===== src/rtl/core_pkg.sv =====
// Shared pipeline-control constants: forwarding selects, x0 index and the
// memory-wait FSM state encoding used by the hazard controller.
package core_pkg;

    localparam logic [1:0] FWD_RF  = 2'b00;
    localparam logic [1:0] FWD_WB  = 2'b01;
    localparam logic [1:0] FWD_MEM = 2'b10;

    localparam logic [4:0] REG_X0 = 5'd0;

    typedef enum logic [1:0] {
        RUN      = 2'd0,
        MEM_WAIT = 2'd1,
        MEM_ERR  = 2'd2
    } hz_state_t;

endpackage


===== src/rtl/fwd_unit.sv =====
// EX-stage operand forwarding select for one source register; the younger
// MEM-stage result takes priority over the WB-stage result.
module fwd_unit
    import core_pkg::*;
(
    input  logic [4:0] rs_EX,
    input  logic [4:0] rd_MEM,
    input  logic       regwrite_MEM,
    input  logic [4:0] rd_WB,
    input  logic       regwrite_WB,
    output logic [1:0] sel
);

    // NOTE: assign a default before any branch so the comb block never infers a latch.
    always_comb begin
        sel = FWD_RF;
        if (regwrite_MEM && rd_MEM != REG_X0 && rd_MEM == rs_EX)
            sel = FWD_MEM;
        else if (regwrite_WB && rd_WB != REG_X0 && rd_WB == rs_EX)
            sel = FWD_WB;
    end

endmodule


===== src/rtl/hazard_ctrl.sv =====
// Pipeline sequencer: stall/flush/freeze controls, EX forwarding and the
// dmem-wait FSM with sticky timeout. Optional counters under HAZARD_PERF_EN.
module hazard_ctrl
    import core_pkg::*;
#(
    parameter int MEM_TIMEOUT = 64,
    parameter int CNT_W       = 7
) (
    input  logic       clk,
    input  logic       reset,
    input  logic [4:0] rs1_ID,
    input  logic [4:0] rs2_ID,
    input  logic       rs1_used_ID,
    input  logic       rs2_used_ID,
    input  logic [4:0] rs1_EX,
    input  logic [4:0] rs2_EX,
    input  logic [4:0] rd_EX,
    input  logic       memread_EX,
    input  logic       redirect_EX,
    input  logic [4:0] rd_MEM,
    input  logic       regwrite_MEM,
    input  logic       mem_req_MEM,
    input  logic       mem_ack,
    input  logic [4:0] rd_WB,
    input  logic       regwrite_WB,
    output logic       pc_en,
    output logic       ifid_en,
    output logic       ifid_flush,
    output logic       idex_stall,
    output logic       idex_flush,
    output logic       freeze,
    output logic [1:0] fwdA,
    output logic [1:0] fwdB,
    output logic       mem_err
`ifdef HAZARD_PERF_EN
   ,output logic [31:0] perf_stall_cnt,
    output logic [31:0] perf_flush_cnt,
    output logic [31:0] perf_freeze_cnt
`endif
);

    localparam logic [CNT_W-1:0] TIMEOUT_LAST = CNT_W'(MEM_TIMEOUT - 1);

    hz_state_t        state, state_nxt;
    logic [CNT_W-1:0] wait_cnt, cnt_nxt;
    logic             hold, load_use;
    logic [1:0]       fwd_a_raw, fwd_b_raw;

    // NOTE: sequential state uses non-blocking assignments only.
    always_ff @(posedge clk or posedge reset) begin
        if (reset) begin
            state    <= RUN;
            wait_cnt <= '0;
        end else begin
            state    <= state_nxt;
            wait_cnt <= cnt_nxt;
        end
    end

    always_comb begin
        state_nxt = state;
        cnt_nxt   = wait_cnt;
        case (state)
            RUN: if (mem_req_MEM && !mem_ack) begin
                state_nxt = MEM_WAIT;
                cnt_nxt   = CNT_W'(1);
            end
            MEM_WAIT: if (mem_ack) begin
                state_nxt = RUN;
                cnt_nxt   = '0;
            end else if (wait_cnt == TIMEOUT_LAST) begin
                state_nxt = MEM_ERR;
            end else begin
                cnt_nxt = wait_cnt + 1'b1;
            end
            MEM_ERR: state_nxt = MEM_ERR;
            default: state_nxt = RUN;
        endcase
    end

    always_comb begin
        case (state)
            RUN:      hold = mem_req_MEM && !mem_ack;
            MEM_WAIT: hold = !mem_ack;
            default:  hold = 1'b1;
        endcase
    end

    assign load_use = memread_EX && rd_EX != REG_X0 &&
                      ((rs1_used_ID && rs1_ID == rd_EX) || (rs2_used_ID && rs2_ID == rd_EX));

    // Redirect and load-use only act on cycles where the pipeline advances.
    always_comb begin
        pc_en      = 1'b1;
        ifid_en    = 1'b1;
        ifid_flush = 1'b0;
        idex_stall = 1'b0;
        idex_flush = 1'b0;
        freeze     = 1'b0;
        if (reset) begin
            pc_en = 1'b1;
        end else if (hold) begin
            freeze  = 1'b1;
            pc_en   = 1'b0;
            ifid_en = 1'b0;
        end else if (redirect_EX) begin
            ifid_flush = 1'b1;
            idex_flush = 1'b1;
        end else if (load_use) begin
            pc_en      = 1'b0;
            ifid_en    = 1'b0;
            idex_stall = 1'b1;
        end
    end

    assign mem_err = (state == MEM_ERR);

    fwd_unit u_fwd_a (
        .rs_EX        (rs1_EX),
        .rd_MEM       (rd_MEM),
        .regwrite_MEM (regwrite_MEM),
        .rd_WB        (rd_WB),
        .regwrite_WB  (regwrite_WB),
        .sel          (fwd_a_raw)
    );

    fwd_unit u_fwd_b (
        .rs_EX        (rs2_EX),
        .rd_MEM       (rd_MEM),
        .regwrite_MEM (regwrite_MEM),
        .rd_WB        (rd_WB),
        .regwrite_WB  (regwrite_WB),
        .sel          (fwd_b_raw)
    );

    assign fwdA = reset ? FWD_RF : fwd_a_raw;
    assign fwdB = reset ? FWD_RF : fwd_b_raw;

`ifdef HAZARD_PERF_EN
    always_ff @(posedge clk or posedge reset) begin
        if (reset) begin
            perf_stall_cnt  <= '0;
            perf_flush_cnt  <= '0;
            perf_freeze_cnt <= '0;
        end else begin
            if (idex_stall) perf_stall_cnt  <= perf_stall_cnt + 32'd1;
            if (idex_flush) perf_flush_cnt  <= perf_flush_cnt + 32'd1;
            if (freeze)     perf_freeze_cnt <= perf_freeze_cnt + 32'd1;
        end
    end
`endif

endmodule


===== config.mk =====
export PLATFORM = sky130hd
export DESIGN_NAME = hazard_ctrl
export DESIGN_NICKNAME = d
export VERILOG_FILES = /design/src/rtl/core_pkg.sv /design/src/rtl/fwd_unit.sv /design/src/rtl/hazard_ctrl.sv
export SDC_FILE = /design/constraint.sdc
export NUM_CORES = 1
export LEC_CHECK = 0
export ABC_CLOCK_PERIOD_IN_PS = 4010
export CORE_AREA = 5 5 63 65
export CTS_CLUSTER_SIZE = 8
export DETAILED_ROUTE_END_ITERATION = 10
export DIE_AREA = 0 0 68 70
export SYNTH_ARGS = -nofsm -noshare
export SYNTH_HDL_FRONTEND = slang
export SYNTH_SLANG_ARGS = --single-unit

===== constraint.sdc =====
create_clock -name clk -period 4.01 [get_ports clk]
set_clock_uncertainty 0.05 [all_clocks]
set_input_delay 0.6015 -clock clk [delete_from_list [all_inputs] [get_ports clk]]
set_output_delay 0.6015 -clock clk [all_outputs]
set_load 0.05 [all_outputs]

After elaboration in Yosys (flattened, before gate mapping)
Cells that the tools add are included.
Storage, ports and cells
  bits of input ports: 45
  logic and storage cells: 63
  register bits: 9
Operators by class
  reduce and logical (&&, ||, !) cells: 20
  multiplexer cells: 28
  eq/ne operators: 12
  add/subtract/negate cells: 1
Operators by type and width (number)
  $eq A5 B5 Y1: 6
  $mux W7: 3
  $mux W1: 15
  $reduce_bool A5 Y1: 3
  $mux W2: 7
  $pmux W7 S2: 1
  $logic_and A1 B1 Y1: 11
  $add A7 B1 Y7 const B: 1
  $eq A7 B6 Y1 const B: 1
  $ne A3 B3 Y1 const B: 2
  $pmux W2 S3: 1
  $reduce_and A3 Y1: 1
  $eq A2 B1 Y1 const B: 1
  $eq A2 B2 Y1 const B: 1
  $logic_not A2 Y1: 1
  $ne A2 B2 Y1 const B: 1
  $pmux W1 S2: 1
  $reduce_and A2 Y1: 1
  $reduce_bool A2 Y1: 1
  $logic_not A1 Y1: 1
  $logic_or A1 B1 Y1: 1

Longest topological paths before layout
  depth after elaboration: 8
  mapped depth: 6
  depth with buffers taken out: 5

Modules after synthesis
A second synthesis with hierarchy kept.
Second synthesis, totals
  cell total of the unflattened synthesis: 124
  area total of the unflattened synthesis: 1009.7 um^2
By module, submodules not included
  hazard_ctrl: sequential area each 225.2 um^2, cells each 84, area an instance 706.9 um^2, times used 1
  fwd_unit: sequential area each 0.0 um^2, cells each 20, area an instance 151.4 um^2, times used 2

Worst setup path after synthesis
No wires, ideal clock.
  path kind: in2out
  start: in rd_EX[1]
  end: out pc_en
  path buffers: 1
  arrival time: 2426 ps
  data required time: 3359 ps
  path slack: 933 ps
  stages: 5
  path through: or4_1 > nor2_1 > nor4b_1 > a21oi_1 > buf_4
Between the ends
  cells in the longest elaborated chain, start to end: 8
RTL lines
  start: declaration: RTL line hazard_ctrl.sv:17  | input logic [4:0] rd_EX,
  $eq A5 B5 Y1: RTL line hazard_ctrl.sv:90  | ((rs1_used_ID && rs1_ID == rd_EX) || (rs2_used_ID && rs2_ID == rd_EX));
  $logic_and A1 B1 Y1: RTL line hazard_ctrl.sv:90
  $logic_or A1 B1 Y1: RTL line hazard_ctrl.sv:90
  $logic_and A1 B1 Y1 *: RTL line hazard_ctrl.sv:89  | assign load_use = memread_EX && rd_EX != REG_X0 &&
  $mux W1 * (4 in a row)
  end: declaration: RTL line hazard_ctrl.sv:26  | output logic pc_en,
Every way passes the cells marked *; elsewhere a longest branch is shown, timed or not.

Worst setup path after layout
  start: in rd_EX[1]
  end: out ifid_en
Between the ends
  cells in the longest elaborated chain, start to end: 8
RTL lines
  $eq A5 B5 Y1: RTL line hazard_ctrl.sv:90
  $logic_and A1 B1 Y1: RTL line hazard_ctrl.sv:90
  $logic_or A1 B1 Y1: RTL line hazard_ctrl.sv:90
  $logic_and A1 B1 Y1 *: RTL line hazard_ctrl.sv:89
  $mux W1 *: RTL line hazard_ctrl.sv:109  | end else if (load_use) begin
  $mux W1 *: RTL line hazard_ctrl.sv:106  | end else if (redirect_EX) begin
  $mux W1 *: RTL line hazard_ctrl.sv:102  | end else if (hold) begin
  $mux W1 *: RTL line hazard_ctrl.sv:100  | if (reset) begin
  end: declaration: RTL line hazard_ctrl.sv:27  | output logic ifid_en,
Marked as above.

==> flow_summary.toml <==
[global_route]
top_usage_layer = "met2"
gr-usage-all-layers = 0.135
grt_max_degree = 13
grtUsageMet2 = 0.254
antenna_found_initial = 0
grt_pass1_vias = 1172
grt_pass1_wl_mm = 5.07
grt_overflow_total = 0
global_route.usage.met3 = 0.0240
gr-usage-met1 = 0.145

[yosys]
syn_avg_cell_area_sq_um = 8.48
synthDistinctLibCells = 36
netlist_instances = 115
ys_ff_latch = 9
yosysWarnings = 0
netlist_area_sq_um = 975
ys_seq_area_frac = 0.231
synthesis.nets = 161

[pwr]
switchingPower_uw = 94.5
p_leak_uw = 0.000583
peakVddDrop_mv = 0.0739
clock_power_share = 0.236
internal_power_uw = 204
swShare = 0.316
cellPowerDensity_nw_per_um2 = 189
p_comb_frac = 0.431
seq_power_share = 0.333

[critical_path]
crit_fanout = 3
required_ns = 3.36
rr_startpoint = "wait_cnt[0]$_DFFE_PP0P_"
max_stage_delay_ns = 0.85
crit_arrival_ns = 2.83
path_cells = "clkdlybuf4s50_1 -> or4_1 -> nor2_1 -> nor4b_1 -> a21oi_1 -> clkdlybuf4s50_1"
end_kind = "output pin"
cpMaxStageDelayCell = "clkdlybuf4s50_1"
crit_top_cell = "clkdlybuf4s50_1"
worstSetupStartpoint = "rd_EX[1]"
path_class = "input port to output pin"
cp-start-kind = "input port"

[final_layout]
nNetsFinal = 217
syn_to_final_growth_pct = 62.0
final_core_util = 0.481
fin_cells = 216
antenna_cells = 0
final_area_sq_um = 1580
drive_above_1_share = 0.0588

[floorplanning]
row_count = 21
initial_core_util = 0.297
die_x_microns = 68
die_area_sq_um = 4760
io_pins = 56
die_h_microns = 70
core_sq_um = 3280

[clock_tree]
post_cts_buffers = 0
cts_resized = 0
cts_buffers = 3
cts_root_buf = "clkbuf_4"
clk_latency_ns = 0.26
clk_pin_slew_ns = 0.07
htreeDepth = 1
clock-sinks = 9
hold_buffers = 0
cts_buffer_depth = 2
cts_tree = "yes"

[drt]
vias = 1069
drt_first_pass_iters = 3
vias_per_cell = 4.95
drc_errors = 0
drt-initial-drc-count = 30
antenna_left = 0
postRouteWirelength_mm = 3.01
wl_per_cell_microns = 13.9

[hold_path]
min_from = "wait_cnt[6]$_DFFE_PP0P_"
min_path_type = "flip-flop to flip-flop"

[flow_run]
drv_cap = 0

[timing]
finalSetupViolations = 0
maxSlewHeadroom = 0.206
grt_setup_unrepaired = "no"
worst_pin_slew_ns = 1.19
fin_crit_ns = 3.48
fin_tns_setup_ns = 0
timing.final.crit_share = 0.867
max_freq_ghz = 0.288
hold_viol = 0
maxSlewViolCount = 0

[place]
gp_congestion = 0.779
io_buffer_count = 55
placed_area_sq_um = 1550
dp_hpwl_mm = 2.67
dp.cells = 212

[run_status]
status = "complete, no violations"
==> final timing paths <==
check,cells after the start,to,slack (ns)
max,6,ifid_en,0.53
min,1,wait_cnt[6]$_DFFE_PP0P_,0.45
max reg2reg,5,wait_cnt[5]$_DFFE_PP0P_,1.73
min reg2reg,1,wait_cnt[6]$_DFFE_PP0P_,0.45
max in group asynchronous,2,wait_cnt[1]$_DFFE_PP0P_,2.90
min in group asynchronous,2,wait_cnt[5]$_DFFE_PP0P_,0.71
==> flip-flops by register name (all words and copies together), names as in the netlist <==
signal	count
wait_cnt	7
state	2
==> layout make-up <==
class / instances / area [sq um]
inverter: 7 / 26.3
tap: 46 / 57.6
clock buffer: 4 / 26.3
timing repair buffer: 55 / 546
fill: 353 / 1710
multi-input combinational: 95 / 698
sequential: 9 / 225
==> synth_stat cells <==
master	number	share of area
o22ai_1	1	0.0064
o311ai_0	2	0.018
nor2_1	4	0.015
nor3b_1	2	0.015
o32ai_1	1	0.0090
inv_1	7	0.027
nor4b_1	1	0.0090
and3_1	2	0.013
a21oi_1	5	0.026
a31oi_1	1	0.0064
buf_2	2	0.010
o41ai_1	2	0.018
nor4_2	2	0.026
o32a_1	1	0.010
xor2_1	10	0.090
or4_1	6	0.046
o21ai_0	2	0.010
nand4_1	3	0.019
nor3_1	3	0.015
a21o_1	1	0.0077
nand2_1	6	0.023
nor2b_1	1	0.0064
a2111oi_0	1	0.0090
o21a_1	3	0.023
buf_4	2	0.015
and2_1	1	0.0064
o211ai_1	3	0.023
o21ai_2	2	0.018
dfrtp_1	9	0.23
or3b_2	1	0.0090
nand3_1	3	0.015
and3b_1	1	0.0090
o31ai_1	1	0.0077
ha_1	1	0.013
nor4_1	2	0.013
xnor2_1	20	0.18
==> layout by cell type, fill, tap and decap left out, drive strengths merged, types with 4 or more instances in the layout <==
master / Yosys / layout
clkbuf: 0 / 4
nor2: 4 / 4
clkdlybuf4s50: 0 / 53
nand2: 6 / 6
dfrtp: 9 / 9
a21oi: 5 / 5
or4: 6 / 6
xor2: 10 / 10
inv: 7 / 7
o21ai: 4 / 4
xnor2: 20 / 20
nor4: 4 / 4
==> power groups by stage <==
stage               Clock [uW]  Combinational [uW]  Sequential [uW]
global placement             0                 127              101
detailed placement           0                 130              101
finish                    70.4                 129             99.3
floorplan                    0                63.4             98.5
CTS                       73.3                 130             99.2
global route              75.9                 140              101
==> kinds of logic after synthesis <==
| logic type | count (synthesis) | share of synthesized area |
|---|---|---|
| buffers and inverters | 11 | 0.0526 |
| adders and majority gates | 1 | 0.0128 |
| AOI/OAI and AO/OA | 26 | 0.193 |
| xor gates and xnor gates | 30 | 0.270 |
| DFF | 9 | 0.231 |
| and+or+nand+nor | 38 | 0.241 |
==> worst max-delay path, delay by kind of cell <==
kind	cells	cell delay, ns
AOI/OAI and AO/OA	1	0.19
buffers and inverters	2	1.31
and+or+nand+nor	3	0.72
==> through the flow <==
step / power, uW / setup slack (ns) / hold WS [ns]
after CTS: 303 / 0.515 / 0.449
final: 298 / 0.533 / 0.453
after floorplan: 162 / 0.933 / 0.393
after global routing: 317 / 0.410 / 0.487
after global placement: 228 / 0.543 / 0.425
after detailed placement: 231 / 0.520 / 0.435
==> metal layers <==
layer / wire length [microns] / part of all wire
met5: 0 / 0
met4: 70 / 0.023
met3: 106 / 0.035
met2: 1680 / 0.56
met1: 1150 / 0.38
No activity file was read; power rests on OpenSTA's default activity.
